[config.mk]
export PLATFORM = sky130hd
export DESIGN_NAME = mem_stage_pipe
export DESIGN_NICKNAME = d
export VERILOG_FILES = /design/src/rtl/mem_stage_pipe.sv
export SDC_FILE = /design/constraint.sdc
export NUM_CORES = 1
export LEC_CHECK = 0
export BUFFER_PORTS_ARGS = -buffer_cell sky130_fd_sc_hd__buf_2
export CORE_AREA = 2 2 210 212
export DETAILED_ROUTE_END_ITERATION = 7
export DIE_AREA = 0 0 212 214
export PLACE_DENSITY_LB_ADDON = 0.3
export SETUP_SLACK_MARGIN = 0.2
export SYNTH_ARGS = -nofsm -noshare
export SYNTH_HDL_FRONTEND = slang
export SYNTH_SLANG_ARGS = --single-unit
[constraint.sdc]
create_clock -name clk -period 3.3 [get_ports clk]
set_input_delay 0.33 -clock clk [delete_from_list [all_inputs] [get_ports clk]]
set_output_delay 0.33 -clock clk [all_outputs]
set_load 0.01 [all_outputs]
[src/rtl/mem_stage_pipe.sv]
// Registered, handshaked Y86-64 memory stage: one instruction per cycle from execute,
// multi-cycle data-memory access with timeout. Optional macro: MEM_ALIGN_CHECK_EN.
module mem_stage_pipe #(
    parameter int DATA_W  = 64,
    parameter int TIMEOUT = 15
) (
    input  logic              clk,
    input  logic              rst_n,
    input  logic              in_valid,
    output logic              in_ready,
    input  logic [3:0]        in_icode,
    input  logic [DATA_W-1:0] in_valA,
    input  logic [DATA_W-1:0] in_valE,
    input  logic [DATA_W-1:0] in_valP,
    input  logic              in_imem_err,
    input  logic              in_instr_valid,
    output logic              dm_req,
    output logic              dm_we,
    output logic [DATA_W-1:0] dm_addr,
    output logic [DATA_W-1:0] dm_wdata,
    input  logic              dm_ack,
    input  logic [DATA_W-1:0] dm_rdata,
    input  logic              dm_err,
    output logic              out_valid,
    input  logic              out_ready,
    output logic [3:0]        out_icode,
    output logic [DATA_W-1:0] out_valE,
    output logic [DATA_W-1:0] out_valM,
    output logic [1:0]        out_stat,
    output logic              dbg_state
);
    // Handshakes: a transfer happens on a rising edge where valid && ready are both high;
    // valid never waits on ready, and the producer holds its payload stable until transfer.
    localparam logic [3:0] IHALT   = 4'h0;
    localparam logic [3:0] IRMMOVQ = 4'h4;
    localparam logic [3:0] IMRMOVQ = 4'h5;
    localparam logic [3:0] ICALL   = 4'h8;
    localparam logic [3:0] IRET    = 4'h9;
    localparam logic [3:0] IPUSHQ  = 4'hA;
    localparam logic [3:0] IPOPQ   = 4'hB;

    localparam logic [1:0] SAOK = 2'd0;
    localparam logic [1:0] SHLT = 2'd1;
    localparam logic [1:0] SADR = 2'd2;
    localparam logic [1:0] SINS = 2'd3;

    localparam int CNT_W = (TIMEOUT < 2) ? 1 : $clog2(TIMEOUT);
    localparam logic [CNT_W-1:0] CNT_LAST = CNT_W'(TIMEOUT - 1);

    typedef enum logic {IDLE = 1'b0, ACCESS = 1'b1} state_t;

    state_t             state_q, state_d;
    logic [CNT_W-1:0]   cnt_q;
    logic               halted_q;
    logic [3:0]         lat_icode;
    logic [DATA_W-1:0]  lat_valE;
    logic               lat_rd;

    logic               is_rd, is_wr, mem_op, misalign, start_req, load;
    logic [DATA_W-1:0]  req_addr, req_wdata;
    logic [3:0]         res_icode;
    logic [DATA_W-1:0]  res_valE, res_valM;
    logic [1:0]         res_stat;

    assign in_ready  = (state_q == IDLE) && (!out_valid || out_ready) && !halted_q;
    assign dm_req    = (state_q == ACCESS);
    assign dbg_state = state_q;

    always_comb begin
        is_rd     = (in_icode == IMRMOVQ) || (in_icode == IPOPQ) || (in_icode == IRET);
        is_wr     = (in_icode == IRMMOVQ) || (in_icode == IPUSHQ) || (in_icode == ICALL);
        mem_op    = (is_rd || is_wr) && !in_imem_err && in_instr_valid;
        req_addr  = ((in_icode == IPOPQ) || (in_icode == IRET)) ? in_valA : in_valE;
        req_wdata = (in_icode == ICALL) ? in_valP : in_valA;
`ifdef MEM_ALIGN_CHECK_EN
        misalign  = mem_op && ((req_addr & DATA_W'((DATA_W / 8) - 1)) != '0);
`else
        misalign  = 1'b0;
`endif
    end

    always_comb begin
        state_d   = state_q;
        start_req = 1'b0;
        load      = 1'b0;
        res_icode = in_icode;
        res_valE  = in_valE;
        res_valM  = '0;
        res_stat  = SAOK;
        case (state_q)
            IDLE: begin
                if (in_valid && in_ready) begin
                    if (mem_op && !misalign) begin
                        start_req = 1'b1;
                        state_d   = ACCESS;
                    end else begin
                        load = 1'b1;
                        if (in_imem_err || misalign) res_stat = SADR;
                        else if (!in_instr_valid)    res_stat = SINS;
                        else if (in_icode == IHALT)  res_stat = SHLT;
                        else                         res_stat = SAOK;
                    end
                end
            end
            ACCESS: begin
                res_icode = lat_icode;
                res_valE  = lat_valE;
                // An ack on the final allowed cycle still wins over the timeout.
                if (dm_ack) begin
                    load     = 1'b1;
                    res_stat = dm_err ? SADR : SAOK;
                    res_valM = (lat_rd && !dm_err) ? dm_rdata : '0;
                    state_d  = IDLE;
                end else if (cnt_q == CNT_LAST) begin
                    load     = 1'b1;
                    res_stat = SADR;
                    state_d  = IDLE;
                end
            end
            default: state_d = IDLE;
        endcase
    end

    always_ff @(posedge clk or negedge rst_n) begin
        if (!rst_n) state_q <= IDLE;
        else        state_q <= state_d;
    end

    always_ff @(posedge clk or negedge rst_n) begin
        if (!rst_n) begin
            cnt_q     <= '0;
            halted_q  <= 1'b0;
            dm_we     <= 1'b0;
            dm_addr   <= '0;
            dm_wdata  <= '0;
            lat_icode <= '0;
            lat_valE  <= '0;
            lat_rd    <= 1'b0;
            out_valid <= 1'b0;
            out_icode <= '0;
            out_valE  <= '0;
            out_valM  <= '0;
            out_stat  <= SAOK;
        end else begin
            if (start_req) begin
                dm_we     <= is_wr;
                dm_addr   <= req_addr;
                dm_wdata  <= req_wdata;
                lat_icode <= in_icode;
                lat_valE  <= in_valE;
                lat_rd    <= is_rd;
            end
            if ((state_q == ACCESS) && (state_d == ACCESS)) cnt_q <= cnt_q + 1'b1;
            else                                            cnt_q <= '0;
            if (load) begin
                out_valid <= 1'b1;
                out_icode <= res_icode;
                out_valE  <= res_valE;
                out_valM  <= res_valM;
                out_stat  <= res_stat;
            end else if (out_ready) begin
                out_valid <= 1'b0;
            end
            if (load && (res_stat != SAOK)) halted_q <= 1'b1;
        end
    end
endmodule

==> results.json <==
{
  "wl_per_cell_um": 19.0,
  "ys_ff_latch": 339,
  "clock-sinks": 339,
  "wl_um": 41700,
  "hold_path_class": "in2reg",
  "grt_pass1_wl_um": 64900,
  "die_x_um": 212,
  "grt_max_degree": 91,
  "vias": 10500,
  "die_h_um": 214,
  "path_class": "reg2reg",
  "power_density_nw_per_um2": 666,
  "tightest_slew_ns": 1.06,
  "grt_usage": 0.183,
  "clk_path_buf_depth": 3,
  "drc_errors": 0,
  "htree_num_levels": 2,
  "clockRootBuffer": "clkbuf_16",
  "ios": 535,
  "fin_crit_ns": 2.43,
  "syn_area_per_cell_um2": 15.5,
  "period_share": 0.735,
  "setup.worst_path.end_class": "register",
  "synthesis.instances": 974,
  "yosys-top-cells-area": "dfrtp_1 (56%), mux2_2 (31%), a22o_1 (3.7%), mux2_1 (2.1%), buf_6 (1.5%)",
  "yosysWarningCount": 0,
  "wl_met3_um": 2980,
  "first_global_vias": 11400,
  "mostFrequentLayoutCell": "buf_2",
  "mostFrequentLayoutCells": "buf_2 (533), mux2_2 (421), dfrtp_1 (338), a22o_1 (64), dlygate4sd3_1 (62)",
  "initial_core_util": 0.352,
  "post_drt_via_cell_ratio": 4.80,
  "synth_area_um2": 15100,
  "cap_violations": 0,
  "met2_length_um": 20800,
  "cts_tree": "built",
  "top_layer_used": "met5",
  "rsz0062_at_grt": "no",
  "yosysTopAreaCell": "dfrtp_1",
  "cp-start-kind": "register",
  "setup_tns_ns": 0,
  "relSlewSlack": 0.296,
  "synth_fp_nets": 1244,
  "antenna_found_initial": 3,
  "cp.required_ns": 3.71,
  "synth_edf_count": 0,
  "wl_met1_um": 16800,
  "fin_ws_ns": 0.874,
  "rows": 76,
  "yosysTopAreaCellShare": 0.562,
  "synth-main-ff-cell": "dfrtp_1",
  "first_pass_iters": 6,
  "drtIter0Drc": 391,
  "register_area_um2": 8490,
  "p_leak_nw": 10.3,
  "drive_above_1_share": 0.662,
  "multi_input_area_um2": 6120,
  "cts_resized": 0,
  "ys_seq_area_frac": 0.562,
  "ys_types": 39,
  "nets": 1849,
  "synthArstFlopShare": 1.00,
  "skew_ns": 0.0150,
  "crit_fanout": 29,
  "gr-total-overflow": 0,
  "nFillCells": 3838,
  "dp_hpwl_um": 29400,
  "ant_nets": 0,
  "power_w": 0.0135,
  "arrival_ns": 2.83,
  "hold_viol_final": 0,
  "drv_slew": 0,
  "cts-buffers-inserted": 39,
  "peakVddDrop_v": 0.000314,
  "status": "finished clean",
  "max_freq_mhz": 412,
  "dieArea_um2": 45400,
  "clkLatencyLatePin_ns": 0.54,
  "clk_pin_slew_ns": 0.05,
  "place_congestion": 0.789,
  "pre_cts_slack_ns": 0.846,
  "setup_viol": 0,
  "area_growth_pct": 34.4,
  "io_buffers": 534,
  "core-area_um2": 42900
}
critical path: stages, from the launching register on:
cell	delay, ns
dfrtp_4	0.47
nor2_1	0.13
nand3_1	0.26
and2b_4	0.76
buf_12	0.28
mux2_2	0.36
state kept, by name, indices dropped and copies added, names as in the netlist, 2 cells and up:
name       cells
dm_wdata      64
out_valM      64
out_icode      4
out_valE      64
lat_icode      4
out_stat       2
lat_valE      64
cnt_q          4
dm_addr       64
cell families (layout without fill, tap and decap cells):
group	after synthesis	in the layout	share of synthesized area
other	0	1	0
flip-flops	339	339	0.562
AND/OR/NAND/NOR	26	26	0.0103
multiplexers	462	462	0.347
buffers and inverters	67	701	0.0342
adder cells (fa/ha/maj)	2	2	0.00166
XOR/XNOR	2	2	0.00116
AO/OA/AOI/OAI	76	76	0.0433
layout make-up:
cell class | count | area share
flip-flops and latches | 339 | 0.418
inverters | 3 | 0.000555
multi-input cells | 568 | 0.302
well taps | 585 | 0.0361
clock buffers | 62 | 0.0574
repair buffers | 628 | 0.180
clock inverters | 8 | 0.00598
diodes | 1 | 0.000123
per-layer routing:
metal  GRT usage  up-vias
met2       0.316      391
met4      0.0592        2
li1            -     4787
met3      0.0541       64
met1       0.218     5281
met5           0        -
repair_timing:
| item | CTS | global route |
|---|---|---|
| hold endpoints to repair | 121 | 0 |
| setup buffers | 0 | 0 |
| hold buffers | 62 | 0 |
path summary, 6_finish.rpt:
check | from | endpoint | slack (ns) | depth (start not counted)
hold / removal | dm_rdata[2] | out_valM[2]$_DFFE_PN0P_ | 0.04 | 2
min in group asynchronous | rst_n | out_valE[38]$_DFFE_PN0P_ | 0.37 | 2
setup / recovery | dbg_state$_DFF_PN0_ | dm_addr[43]$_DFFE_PN0P_ | 0.87 | 5
max in group asynchronous | rst_n | out_valE[53]$_DFFE_PN0P_ | 2.01 | 3
setup reg to reg | dbg_state$_DFF_PN0_ | dm_addr[43]$_DFFE_PN0P_ | 0.87 | 5
hold reg to reg | dm_wdata[2]$_DFFE_PN0P_ | dm_wdata[2]$_DFFE_PN0P_ | 0.48 | 1
through the flow:
step / hold slack, ns / instances / util / instance area (um^2)
after floorplan: 0.0344 / 974 / - / 15100
after global placement: 0.332 / 2061 / 0.428 / 18400
after detailed placement: 0.341 / 2061 / 0.428 / 18400
after CTS: 0.00296 / 2193 / 0.473 / 20300
after global routing: 0.0124 / 2194 / 0.473 / 20300
final: 0.0396 / 2194 / 0.473 / 20300
power by group:
| part | internal [W] | switching (W) |
|---|---|---|
| Combinational | 0.00173 | 0.00160 |
| Sequential | 0.00527 | 0.000548 |
| Clock | 0.00266 | 0.00170 |
| Total | 0.00966 | 0.00384 |
synthesized netlist by cell type (2+ instances only):
cell type    n
mux2i_1      2
nand2b_1     3
buf_4        3
nand2_1      5
nand3_1      3
ha_1         2
and2_1       2
o21ai_0      2
o211ai_1     2
nor2_1       5
mux2_4      11
a22o_1      64
clkbuf_8     8
dfrtp_1    339
mux2_1      28
inv_1        3
clkbuf_1    13
buf_1        2
buf_2       18
mux2_2     421
buf_6       20
No activity file was read; power rests on OpenSTA's default activity.
